`src/rtl/fft_sdf_ctrl.sv`:
```
// -----------------------------------------------------------------------------
// fft_sdf_ctrl
// Sequencing controller for a radix-2 single-path delay-feedback FFT pipeline
// of LOG2N cascaded butterfly/delay-line stages.
//
// It counts accepted samples, produces the common stage enable, the per-stage
// butterfly mode and twiddle ROM address, tracks pipeline fill, flags valid
// outputs with their index, and drains the last frame by feeding zeros.
//
// Optional build macro:
//   FFT_CTRL_BITREV_EN  defined   : o_out_idx is the natural frequency bin
//                                   (bit-reversed output stream position)
//                       undefined : o_out_idx is the stream position itself
//
// Ports:
//   clk          in   clock
//   rst_n        in   asynchronous active-low reset
//   i_in_valid   in   upstream sample present
//   o_in_ready   out  sample accepted when i_in_valid & o_in_ready
//   i_flush      in   request to drain the pipeline at a frame boundary
//   o_feed_zero  out  datapath input mux selects zero while draining
//   o_stage_en   out  enable for all stage registers / delay lines
//   o_bf_sel     out  [LOG2N] bit s: stage s butterfly mode (1 = compute)
//   o_tw_addr    out  [LOG2N*(LOG2N-1)] stage s twiddle index at
//                     [s*(LOG2N-1) +: LOG2N-1]
//   o_out_valid  out  pipeline output sample valid this cycle
//   o_out_idx    out  [LOG2N] index of the current output sample
//   o_busy       out  controller not idle
//
// State table:
//   state   | meaning
//   --------+---------------------------------------------------------------
//   S_IDLE  | no frame in progress, waiting for the first sample
//   S_FILL  | pipeline filling, no valid outputs yet
//   S_RUN   | pipeline full, one output per accepted input
//   S_FLUSH | draining the last frame, zeros injected every cycle
// -----------------------------------------------------------------------------
module fft_sdf_ctrl #(
    parameter int N     = 32,
    parameter int LOG2N = 5
) (
    input  logic                         clk,
    input  logic                         rst_n,
    input  logic                         i_in_valid,
    output logic                         o_in_ready,
    input  logic                         i_flush,
    output logic                         o_feed_zero,
    output logic                         o_stage_en,
    output logic [LOG2N-1:0]             o_bf_sel,
    output logic [LOG2N*(LOG2N-1)-1:0]   o_tw_addr,
    output logic                         o_out_valid,
    output logic [LOG2N-1:0]             o_out_idx,
    output logic                         o_busy
);

    localparam int              W          = LOG2N - 1;
    localparam logic [LOG2N-1:0] C_LAST    = LOG2N'(N - 1);
    localparam logic [LOG2N-1:0] C_PRELAST = LOG2N'(N - 2);
    localparam logic [LOG2N-1:0] C_ONE     = LOG2N'(1);

    typedef enum logic [1:0] {
        S_IDLE  = 2'd0,
        S_FILL  = 2'd1,
        S_RUN   = 2'd2,
        S_FLUSH = 2'd3
    } state_t;

    state_t           r_state;
    state_t           w_state_nxt;
    logic [LOG2N-1:0] r_cnt;
    logic [LOG2N-1:0] w_cnt_nxt;
    logic [LOG2N-1:0] r_fill_cnt;
    logic [LOG2N-1:0] w_fill_cnt_nxt;
    logic [LOG2N-1:0] r_flush_cnt;
    logic [LOG2N-1:0] w_flush_cnt_nxt;

    logic             w_flush_take;
    logic             w_in_ready;
    logic             w_advance;
    logic             w_full;
    logic [LOG2N-1:0] w_bf_sel;
    logic [LOG2N-1:0] w_out_pos;
    logic [LOG2N-1:0] w_idx;

    // Offset of stage s in the frame: each earlier stage j delays by N>>(j+1).
    function automatic int stage_ofs(input int s);
        int p;
        p = 0;
        for (int j = 0; j < s; j++) begin
            p = p + (N >> (j + 1));
        end
        return p;
    endfunction

    // A flush only takes effect on a frame boundary; the sample offered in
    // that cycle is refused so the new frame does not start.
    assign w_flush_take = (r_state == S_RUN) && i_flush && (r_cnt == '0);
    assign w_in_ready   = (r_state != S_FLUSH) && !w_flush_take;
    assign w_advance    = (i_in_valid && w_in_ready) || (r_state == S_FLUSH);
    assign w_full       = (r_fill_cnt == C_LAST);

    always_ff @(posedge clk or negedge rst_n) begin
        if (!rst_n) begin
            r_state     <= S_IDLE;
            r_cnt       <= '0;
            r_fill_cnt  <= '0;
            r_flush_cnt <= '0;
        end else begin
            r_state     <= w_state_nxt;
            r_cnt       <= w_cnt_nxt;
            r_fill_cnt  <= w_fill_cnt_nxt;
            r_flush_cnt <= w_flush_cnt_nxt;
        end
    end

    always_comb begin
        w_state_nxt     = r_state;
        w_cnt_nxt       = r_cnt;
        w_fill_cnt_nxt  = r_fill_cnt;
        w_flush_cnt_nxt = r_flush_cnt;

        case (r_state)
            S_IDLE: begin
                if (w_advance) begin
                    w_state_nxt    = S_FILL;
                    w_cnt_nxt      = C_ONE;
                    w_fill_cnt_nxt = C_ONE;
                end
            end
            S_FILL: begin
                if (w_advance) begin
                    w_cnt_nxt      = r_cnt + C_ONE;
                    w_fill_cnt_nxt = r_fill_cnt + C_ONE;
                    if (r_fill_cnt == C_PRELAST) begin
                        w_state_nxt = S_RUN;
                    end
                end
            end
            S_RUN: begin
                if (w_flush_take) begin
                    w_state_nxt     = S_FLUSH;
                    w_flush_cnt_nxt = '0;
                end else if (w_advance) begin
                    w_cnt_nxt = r_cnt + C_ONE;
                end
            end
            S_FLUSH: begin
                // N-1 zero advances push the last frame's outputs out.
                if (r_flush_cnt == C_PRELAST) begin
                    w_state_nxt     = S_IDLE;
                    w_cnt_nxt       = '0;
                    w_fill_cnt_nxt  = '0;
                    w_flush_cnt_nxt = '0;
                end else begin
                    w_cnt_nxt       = r_cnt + C_ONE;
                    w_flush_cnt_nxt = r_flush_cnt + C_ONE;
                end
            end
            default: begin
                w_state_nxt = S_IDLE;
            end
        endcase
    end

    // Per-stage local count ls = (cnt - P_s) mod N. Only the bits at and
    // below the butterfly-select bit matter, so ls is kept that narrow.
    for (genvar s = 0; s < LOG2N; s++) begin : g_stage
        localparam logic [LOG2N-1:0] P_S = LOG2N'(stage_ofs(s));
        logic [LOG2N-1-s:0] w_ls;

        assign w_ls        = r_cnt[LOG2N-1-s:0] - P_S[LOG2N-1-s:0];
        assign w_bf_sel[s] = w_ls[LOG2N-1-s];

        if (s < LOG2N - 1) begin : g_tw
            assign o_tw_addr[s*W +: W] = w_bf_sel[s] ? '0
                                       : (W'(w_ls[LOG2N-2-s:0]) << s);
        end else begin : g_tw_last
            // The final stage only uses the trivial twiddle.
            assign o_tw_addr[s*W +: W] = '0;
        end
    end

    assign w_out_pos = r_cnt + C_ONE;

`ifdef FFT_CTRL_BITREV_EN
    for (genvar i = 0; i < LOG2N; i++) begin : g_rev
        assign w_idx[i] = w_out_pos[LOG2N-1-i];
    end
`else
    assign w_idx = w_out_pos;
`endif

    assign o_in_ready  = w_in_ready;
    assign o_stage_en  = w_advance;
    assign o_feed_zero = (r_state == S_FLUSH);
    assign o_bf_sel    = w_bf_sel;
    assign o_out_valid = w_advance && w_full;
    // Index is parked at 0 until the pipeline is full so idle/reset show 0;
    // once full it follows cnt and therefore holds through stalls.
    assign o_out_idx   = w_full ? w_idx : '0;
    assign o_busy      = (r_state != S_IDLE);

endmodule

```
`config.mk`:
```
export PLATFORM = sky130hd
export DESIGN_NAME = fft_sdf_ctrl
export DESIGN_NICKNAME = d
export VERILOG_FILES = /design/src/rtl/fft_sdf_ctrl.sv
export SDC_FILE = /design/constraint.sdc
export NUM_CORES = 1
export LEC_CHECK = 0
export BUFFER_PORTS_ARGS = -buffer_cell sky130_fd_sc_hd__buf_2
export CORE_ASPECT_RATIO = 0.7
export CORE_MARGIN = 8
export CORE_UTILIZATION = 47
export CTS_CLUSTER_DIAMETER = 200
export DETAILED_ROUTE_END_ITERATION = 6
export GPL_ROUTABILITY_DRIVEN = 0
export HOLD_SLACK_MARGIN = 0.1
export PLACE_DENSITY = 0.76
export SYNTH_ARGS = -nofsm -noshare
export SYNTH_HDL_FRONTEND = slang
export SYNTH_SLANG_ARGS = --single-unit
```
`constraint.sdc`:
```
create_clock -name clk -period 2.25 [get_ports clk]
set_clock_uncertainty 0.05 [all_clocks]
set_input_delay 0.1125 -clock clk [delete_from_list [all_inputs] [get_ports clk]]
set_output_delay 0.1125 -clock clk [all_outputs]
set_load 0.05 [all_outputs]
```
==> results.sh, run 1 <==
export IMPL_reg2reg_depth=7
export IMPL_portBuffers=28
export IMPL_grt_max_degree=18
export IMPL_cts_max_path_buffers=2
export IMPL_synth_edf_count=0
export IMPL_synth_top_cell_by_area="dfrtp_1"
export IMPL_intPower_w=0.00127
export IMPL_power_switching_w=0.00157
export IMPL_r2r_slack_ns=-0.05
export IMPL_r2r_start="r_cnt[1]"
export IMPL_drc=0
export IMPL_r2r_end="r_state[1]"
export IMPL_cap_violations=0
export IMPL_crit_arrival_ns=2.39
export IMPL_fillCellCount=236
export IMPL_power_leakage_nw=0.882
export IMPL_io_pins=39
export IMPL_setup_viol=3
export IMPL_numPlacedInstances=217
export IMPL_synth_seq_cells=17
export IMPL_vias=1279
export IMPL_syn_area_mm2=0.00139
export IMPL_crit_path_start="r_cnt[1]"
export IMPL_hold_viol=0
export IMPL_synth_adder_area_share_pct=11.7
export IMPL_wirelength_mm=3.91
export IMPL_ys_seq_area_share_pct=30.7
export IMPL_grt_pass1_wl_mm=5.91
export IMPL_p_clk_share_pct=8.2
export IMPL_grt_pass1_vias=1186
export IMPL_synth_top_cell_area_share_pct=30.7
export IMPL_cts_root_buf="clkbuf_8"
export IMPL_design_core_area_mm2=0.00280
export IMPL_setup_ws_ns=-0.0465
export IMPL_vias_per_cell=5.61
export IMPL_drv_slew=0
export IMPL_swShare_pct=55.3
export IMPL_yosys_area_share_simple_pct=23.1
export IMPL_antenna_left=0
export IMPL_antenna_cells=0
export IMPL_drt_iter0_drc=88
export IMPL_regArea_um2=430
export IMPL_postSynthCellCount=153
export IMPL_die_area_mm2=0.00497
export IMPL_ys_top_cells_by_count="dfrtp_1, ha_1, nor2_1, buf_4"
export IMPL_synthToLayoutAreaGrowth_pct=23.4
export IMPL_fp_dieH_um=61.5
export IMPL_ir_drop_uv=1090
export IMPL_synth_compound_gate_area_share_pct=17.3
export IMPL_wl_per_cell_um=17.1
export IMPL_clk_pin_slew_ns=0.07
export IMPL_utilization_pct=61.1
export IMPL_muxShareOfSynthArea_pct=4.51
export IMPL_rsz0062_at_grt="true"
export IMPL_synth_most_common_cell="dfrtp_1"
export IMPL_synth_area_per_cell_um2=9.07
export IMPL_status="finished, violations left"
export IMPL_dp_hpwl_mm=2.77
export IMPL_fin_crit_ns=2.30
export IMPL_critPathLaunchType="flop"
export IMPL_crit_path_end_kind="flop"
export IMPL_std_cell_rows=16
export IMPL_grt_overflow=0
export IMPL_layout_cells_non_filler=228
export IMPL_yosys_top_cells_area="dfrtp_1, ha_1, buf_4"
export IMPL_insertion_delay_ns=0.26
export IMPL_critPathKind="reg -> reg"
export IMPL_violations="setup timing"
export IMPL_powerDensity_mw_per_mm2=1660
export IMPL_grt_usage_pct=15.4
export IMPL_synth_ff_type="dfrtp_1"
export IMPL_antenna_found_initial=0
export IMPL_synth_distinct_cells=47
export IMPL_fin_crit_sh_pct=102
export IMPL_synth_xor_area_share_pct=1.26
export IMPL_nets=210
export IMPL_pwr_share_seq_pct=16.8
export IMPL_synth_top_family_by_area="simple AND/OR/NAND/NOR gates"
export IMPL_drive_above_1_share_pct=34.9
export IMPL_cts_sinks=17
export IMPL_cts_tree="yes"
export IMPL_async_flop_share_pct=100
export IMPL_yosysWarnings=0
export IMPL_die_w_um=80.9
export IMPL_hold_class="in -> async"
export IMPL_start_util_pct=49.5
export IMPL_place_ws_ns=0.0686
export IMPL_pwr_share_comb_pct=75.0
export IMPL_htree_levels=1
export IMPL_crit_fanout=4
export IMPL_fmax_ghz=0.435
export IMPL_worstPathRequired_ns=2.34
export IMPL_dr_pass1_iters=4
export IMPL_multi_input_area_um2=882
export IMPL_cts_buffers=3
## worst max path at each step
stage,to
floorplan,r_fill_cnt[1]
global placement,r_state[1]
detailed placement,r_state[1]
CTS,r_state[1]
global route,r_fill_cnt[1]
finish,r_state[1]
## what timing repair did
item,4_1_cts,5_1_grt
endpoints found under the setup margin,2,6
hold buffers,1,0
pin swaps,0,4
gates resized for setup,5,7
hold endpoints to repair,17,0
buffers inserted,2,4
## per-layer routing
layer	global-route usage, %	vias up	routed length [µm]
li1	-	594	-
met1	18.6	606	1570
met2	25.5	70	1900
met3	4.52	9	372
met4	5.82	0	63
met5	0	-	0
## layout make-up
cell class                      instances  share of cell area [%]
Sequential cell                        17                    25.1
Clock buffer                            4                    2.63
Inverter                                8                    1.75
Timing Repair Buffer                   44                    16.4
Multi-Input combinational cell        119                    51.5
Tap cell                               36                    2.63
## cells by family after synthesis
group | Yosys count
AO/OA/AOI/OAI | 30
XOR/XNOR | 2
adder cells (fa/ha/maj) | 13
buffers and inverters | 26
flip-flops | 17
multiplexers | 6
other | 1
AND/OR/NAND/NOR | 58
## layout by cell type, fill, tap and decap left out, types with 2 or more instances in the layout
master	Yosys	layout
nand4_1	4	4
mux2i_1	4	4
ha_1	13	11
clkbuf_8	0	3
o21ai_0	7	7
inv_2	0	2
buf_4	11	13
and3_1	3	3
o21a_1	2	2
nand3_1	5	5
nor2b_1	8	8
dfrtp_2	0	4
buf_2	1	27
dfrtp_1	17	13
a22o_1	4	4
nand2_1	8	8
a21boi_1	0	2
buf_6	2	2
conb_1	1	10
and2_1	6	5
mux2_4	0	2
inv_1	8	6
nor3_1	2	2
nand2b_1	2	2
nor2_1	13	13
## flip-flops by register name, indices dropped and copies added (netlist names)
signal	count
r_cnt	5
r_fill_cnt	5
r_flush_cnt	5
r_state	2
## critical path, stage by stage, from the launching register on
cell and delay, ns:
dfrtp_2 0.41, inv_2 0.08, ha_4 0.11, or4b_4 0.46
buf_6 0.15, a2111o_1 0.47, nand4_2 0.14, mux2_4 0.30
## power by group through the flow
stage / clock [W] / combinational (W) / sequential (W)
6_report: 0.000233 / 0.00213 / 0.000479
5_1_grt: 0.000248 / 0.00228 / 0.000486
4_1_cts: 0.000240 / 0.00194 / 0.000474
3_5_place_dp: 0 / 0.00190 / 0.000482
3_3_place_gp: 0 / 0.00185 / 0.000474
2_1_floorplan: 0 / 0.00145 / 0.000525
## metrics by stage
step | instance area, µm² | hold WS, ns | TNS [ns] | total power (W)
2_1_floorplan | 1440 | -0.233 | -0.364 | 0.00198
3_3_place_gp | 1570 | 0.0128 | 0 | 0.00233
3_5_place_dp | 1570 | 0.0210 | 0 | 0.00238
4_1_cts | 1650 | 0.272 | 0 | 0.00266
5_1_grt | 1710 | 0.321 | -0.413 | 0.00301
6_report | 1710 | 0.277 | -0.0987 | 0.00285
No activity file was read; power rests on OpenSTA's default activity.
==> inputs of run 2 (changes only) <==
--- a/config.mk
+++ b/config.mk
@@ -9,11 +9,11 @@
 export CORE_ASPECT_RATIO = 0.7
 export CORE_MARGIN = 8
 export CORE_UTILIZATION = 47
-export CTS_CLUSTER_DIAMETER = 200
 export DETAILED_ROUTE_END_ITERATION = 6
 export GPL_ROUTABILITY_DRIVEN = 0
 export HOLD_SLACK_MARGIN = 0.1
 export PLACE_DENSITY = 0.76
+export SETUP_SLACK_MARGIN = 0.1
 export SYNTH_ARGS = -nofsm -noshare
 export SYNTH_HDL_FRONTEND = slang
 export SYNTH_SLANG_ARGS = --single-unit
==> run 2 against run 1 <==
The run still ends with setup timing left. Largest power group unchanged. Worst setup slack improved by 0.016 ns. Critical path type unchanged. Wire length rose by 3.4%. Critical path depth stayed put. Sequential cell count is the same. Register-to-register slack improved by 0.02 ns. Total power up 5.7%. Global-route usage is essentially flat. Die area unchanged.
==> results.sh, run 2 (same netlist as run 1, synthesis figures left out) <==
export IMPL_cts_sinks=17
export IMPL_reg_largest_list="r_cnt (5), r_fill_cnt (5), r_flush_cnt (5)"
export IMPL_placed_area_mm2=0.00157
export IMPL_multi_input_area_um2=887
export IMPL_htree_levels=1
export IMPL_powerDensity_mw_per_mm2=1690
export IMPL_critPathLaunchType="flop"
export IMPL_cts_tree="yes"
export IMPL_worstPathRequired_ns=2.35
export IMPL_grt_max_degree=18
export IMPL_final_cell_mix="buf_2, buf_4, nor2_1, dfrtp_1, ha_1"
export IMPL_vias_per_cell=5.73
export IMPL_grt_pass1_wl_mm=5.98
export IMPL_cap_violations=0
export IMPL_power_leakage_nw=0.919
export IMPL_cts_max_path_buffers=2
export IMPL_design_area_mm2=0.00178
export IMPL_hold_viol=0
export IMPL_dp_hpwl_mm=2.74
export IMPL_fmax_ghz=0.439
export IMPL_fillCellCount=223
export IMPL_grt_usage_pct=15.4
export IMPL_wirelength_mm=4.04
export IMPL_grt_overflow=0
export IMPL_design_core_area_mm2=0.00280
export IMPL_nets=216
export IMPL_std_cell_rows=16
export IMPL_fp_dieH_um=61.5
export IMPL_fin_crit_ns=2.28
export IMPL_portBuffers=28
export IMPL_drive_above_1_share_pct=37.9
export IMPL_clk_pin_slew_ns=0.07
export IMPL_drt_iter0_drc=112
export IMPL_drc=0
export IMPL_drv_slew=0
export IMPL_vias=1340
export IMPL_regArea_um2=430
export IMPL_antenna_left=0
export IMPL_start_util_pct=49.5
export IMPL_r2r_slack_ns=-0.03
export IMPL_status="finished, violations left"
export IMPL_cts_buffers=3
export IMPL_io_pins=39
export IMPL_synthToLayoutAreaGrowth_pct=28.5
export IMPL_dr_pass1_iters=5
export IMPL_die_w_um=80.9
export IMPL_fin_crit_sh_pct=101
export IMPL_hold_class="in -> async"
export IMPL_violations="setup timing"
export IMPL_grt_pass1_vias=1301
export IMPL_die_area_mm2=0.00497
export IMPL_finalSetupTns_ns=-0.0421
export IMPL_crit_arrival_ns=2.38
export IMPL_ir_drop_uv=907
export IMPL_wl_per_cell_um=17.3
export IMPL_antenna_cells=0
export IMPL_setup_viol=3
export IMPL_cts_root_buf="clkbuf_8"
export IMPL_setup_ws_ns=-0.0304
export IMPL_layout_commonest_cell="buf_2"
export IMPL_rsz0062_at_grt="true"
export IMPL_insertion_delay_ns=0.26
export IMPL_crit_fanout=4
export IMPL_antenna_found_initial=0
export IMPL_crit_path_end_kind="flop"
export IMPL_critPathKind="reg -> reg"
[run 2: critical path: stages, from the launching register on]
cell     delay [ns]
dfrtp_2        0.42
inv_2          0.08
ha_4           0.11
or4b_4         0.46
buf_6          0.15
o21ai_0        0.36
nand4_2        0.21
mux2_4         0.33
[run 2: repair_timing]
| action | CTS | global route |
|---|---|---|
| endpoints found under the hold margin | 17 | 0 |
| pin swaps | 7 | 9 |
| resized for setup | 8 | 8 |
| hold buffers | 1 | 0 |
| buffers inserted | 6 | 5 |
| endpoints found under the setup margin | 6 | 16 |
| gates cloned | 0 | 0 |
[run 2: area by class of cell]
cell class	instances	share of cell area [%]
timing repair buffer	50	19.3
multi-input combinational	119	49.8
clock inverter	1	0.281
inverter	8	1.68
sequential	17	24.1
clock buffer	3	2.32
tap	36	2.53
[run 2: per-layer routing]
| metal | part of all wire, % | GRT usage [%] | up-vias |
|---|---|---|---|
| met5 | 0 | 0 | - |
| li1 | - | - | 607 |
| met4 | 2.9 | 6.33 | 0 |
| met3 | 6.9 | 3.21 | 12 |
| met2 | 49 | 26.8 | 76 |
| met1 | 41 | 18.3 | 645 |
[run 2: metrics by stage]
step | setup WS (ns) | hold slack [ns] | power, W | instances | utilization (%)
floorplan | -0.126 | -0.233 | 0.00198 | 162 | -
global placement | 0.113 | 0.00702 | 0.00233 | 218 | 56.1
detailed placement | 0.0569 | 0.00525 | 0.00240 | 218 | 56.1
CTS | -0.0224 | 0.273 | 0.00277 | 229 | 60.8
global route | -0.0900 | 0.314 | 0.00318 | 234 | 63.6
finish | -0.0304 | 0.253 | 0.00301 | 234 | 63.6
[run 2: final timing paths]
kind                                 from              to  cells past startpoint
max                              r_cnt[1]      r_state[1]                      7
min reg2reg                r_flush_cnt[4]  r_flush_cnt[4]                      1
min in group clk               i_in_valid   r_fill_cnt[3]                      4
min                                 rst_n   r_fill_cnt[3]                      2
max reg2reg                      r_cnt[1]      r_state[1]                      7
max in group asynchronous           rst_n        r_cnt[1]                      2
[run 2: power breakdown]
part | switching (W) | internal (W)
Sequential | 0.0000819 | 0.000394
Clock | 0.000114 | 0.000123
Combinational | 0.00143 | 0.000865
==> inputs of run 3 (changes only) <==
--- a/config.mk
+++ b/config.mk
@@ -6,13 +6,15 @@
 export NUM_CORES = 1
 export LEC_CHECK = 0
 export BUFFER_PORTS_ARGS = -buffer_cell sky130_fd_sc_hd__buf_2
+export CELL_PAD_IN_SITES_DETAIL_PLACEMENT = 0
+export CELL_PAD_IN_SITES_GLOBAL_PLACEMENT = 2
 export CORE_ASPECT_RATIO = 0.7
 export CORE_MARGIN = 8
-export CORE_UTILIZATION = 47
+export CORE_UTILIZATION = 27
 export DETAILED_ROUTE_END_ITERATION = 6
 export GPL_ROUTABILITY_DRIVEN = 0
 export HOLD_SLACK_MARGIN = 0.1
-export PLACE_DENSITY = 0.76
+export PLACE_DENSITY_LB_ADDON = 0.1
 export SETUP_SLACK_MARGIN = 0.1
 export SYNTH_ARGS = -nofsm -noshare
 export SYNTH_HDL_FRONTEND = slang
==> run 3 against run 2 <==
Highest routed layer unchanged. Global-route usage is 5.6 points lower. Sequential power about the same. Wire length fell by 5.2%. Worst hold slack improved by 0.012 ns. Sequential share of layout area down 0.72 points. Count of clock-buffer cells in the layout rose by 1. Fmax fell by 0.14%. Total power is 2.0% lower. The flow still finishes with violations (setup timing). First-iteration DRC count is 71% lower. Sequential cell count unchanged. Final cell count is 14% higher. Design area increased by 3.1%.
==> results.sh, run 3 (same netlist as run 1, synthesis figures left out) <==
export IMPL_fin_crit_ns=2.28
export IMPL_fp_dieH_um=76.0
export IMPL_pwr_share_seq_pct=16.1
export IMPL_htree_levels=1
export IMPL_hold_class="in -> async"
export IMPL_crit_path_end_kind="primary output"
export IMPL_wl_per_cell_um=14.3
export IMPL_crit_arrival_ns=2.12
export IMPL_die_area_mm2=0.00773
export IMPL_grt_pass1_wl_mm=5.91
export IMPL_die_w_um=102
export IMPL_hold_viol=0
export IMPL_place_ws_ns=0.0325
export IMPL_cts_sinks=17
export IMPL_fin_crit_sh_pct=101
export IMPL_std_cell_rows=21
export IMPL_cts_root_buf="clkbuf_8"
export IMPL_path_cells="inv_2, ha_4, or4b_4, or2_4, a21o_4, and2_4, buf_8"
export IMPL_ir_drop_uv=729
export IMPL_swShare_pct=53.5
export IMPL_io_pins=39
export IMPL_critPathTopFamily="simple AND/OR/NAND/NOR gates"
export IMPL_drive_above_1_share_pct=37.9
export IMPL_cp_buffers_inverters=2
export IMPL_antenna_left=0
export IMPL_vias=1224
export IMPL_crit_fanout=2
export IMPL_antenna_found_initial=0
export IMPL_fmax_ghz=0.438
export IMPL_clk_pin_slew_ns=0.07
export IMPL_worstPathRequired_ns=2.09
export IMPL_design_core_area_mm2=0.00486
export IMPL_antenna_cells=0
export IMPL_grt_overflow=0
export IMPL_fillCellCount=498
export IMPL_multi_input_area_um2=902
export IMPL_intPower_w=0.00137
export IMPL_layout_commonest_cell="buf_2"
export IMPL_critPathKind="reg -> out"
export IMPL_cts_max_path_buffers=2
export IMPL_power_switching_w=0.00158
export IMPL_status="finished, violations left"
export IMPL_portBuffers=28
export IMPL_power_leakage_nw=0.924
export IMPL_reg_largest_list="r_cnt (5), r_fill_cnt (5), r_flush_cnt (5)"
export IMPL_pwr_share_comb_pct=75.8
export IMPL_setup_ws_ns=-0.0336
export IMPL_dp_hpwl_mm=2.97
export IMPL_slowest_stage="or4b_4"
export IMPL_start_util_pct=28.5
export IMPL_dr_pass1_iters=4
export IMPL_regArea_um2=430
export IMPL_holdWs_ns=0.265
export IMPL_drv_slew=0
export IMPL_drt_iter0_drc=33
export IMPL_grt_pass1_vias=1133
export IMPL_grt_usage_pct=9.77
export IMPL_vias_per_cell=4.58
export IMPL_setup_viol=2
export IMPL_critPathLaunchType="flop"
export IMPL_drc=0
export IMPL_rsz0062_at_grt="true"
export IMPL_violations="setup timing"
export IMPL_final_cell_mix="buf_2, buf_4, nor2_1, dfrtp_1, ha_1"
export IMPL_grt_max_degree=18
export IMPL_synthToLayoutAreaGrowth_pct=32.5
export IMPL_cap_violations=0
export IMPL_p_clk_share_pct=8.1
export IMPL_nets=216
export IMPL_powerDensity_mw_per_mm2=1600
export IMPL_cts_tree="yes"
export IMPL_finalSetupTns_ns=-0.0439
export IMPL_insertion_delay_ns=0.26
export IMPL_wirelength_mm=3.83
export IMPL_cts_buffers=3
export IMPL_max_stage_delay_ns=0.47
==> run 3: cell types whose count changed in the layout (fill, tap and decap cells not counted), sizes merged <==
| cell | change |
|---|---|
| clkbuf | +2 |
| buf | -1 |
| clkinv | -1 |
==> run 3: timing repair <==
| action | CTS | global route |
|---|---|---|
| pin swaps | 4 | 6 |
| buffers inserted | 5 | 5 |
| setup endpoints to repair | 8 | 15 |
| resized for setup | 8 | 14 |
| hold buffers | 1 | 0 |
| endpoints found under the hold margin | 17 | 0 |
==> run 3: cell type report <==
class                   count  share of cell area (%)
inverters                   8                    1.63
well taps                  69                    4.70
multi-input cells         119                    49.1
repair buffers             50                    18.7
clock buffers               4                    2.45
flip-flops and latches     17                    23.4
==> run 3: layer usage <==
metal | track usage (%) | routed length [µm]
met5 | 0 | 0
met4 | 2.67 | 30
met3 | 2.92 | 198
met2 | 13.1 | 1630
met1 | 14.3 | 1970
==> run 3: final timing paths <==
kind,startpoint,end,slack [ns],depth (start not counted)
min reg2reg,r_flush_cnt[4],r_flush_cnt[4],0.44,1
min,rst_n,r_flush_cnt[1],0.27,2
max in group asynchronous,rst_n,r_cnt[3],1.56,2
min in group clk,r_flush_cnt[4],r_flush_cnt[4],0.44,1
max,r_cnt[0],o_out_valid,-0.03,7
max reg2reg,r_cnt[0],r_state[1],0,7
==> run 3: power by group through the flow <==
stage	registers [W]	clock network, W	logic, W
CTS	0.000472	0.000251	0.00209
finish	0.000474	0.000238	0.00223
global placement	0.000478	0	0.00195
detailed placement	0.000479	0	0.00195
global route	0.000486	0.000264	0.00240
floorplan	0.000525	0	0.00145
==> run 3: per-stage QoR <==
stage | total power (W) | area [µm²] | util (%) | std cells
5_1_grt | 0.00315 | 1840 | 37.8 | 267
3_3_place_gp | 0.00243 | 1620 | 33.4 | 252
4_1_cts | 0.00281 | 1750 | 35.9 | 262
3_5_place_dp | 0.00243 | 1620 | 33.4 | 252
2_1_floorplan | 0.00198 | 1440 | - | 162
6_report | 0.00295 | 1840 | 37.8 | 267
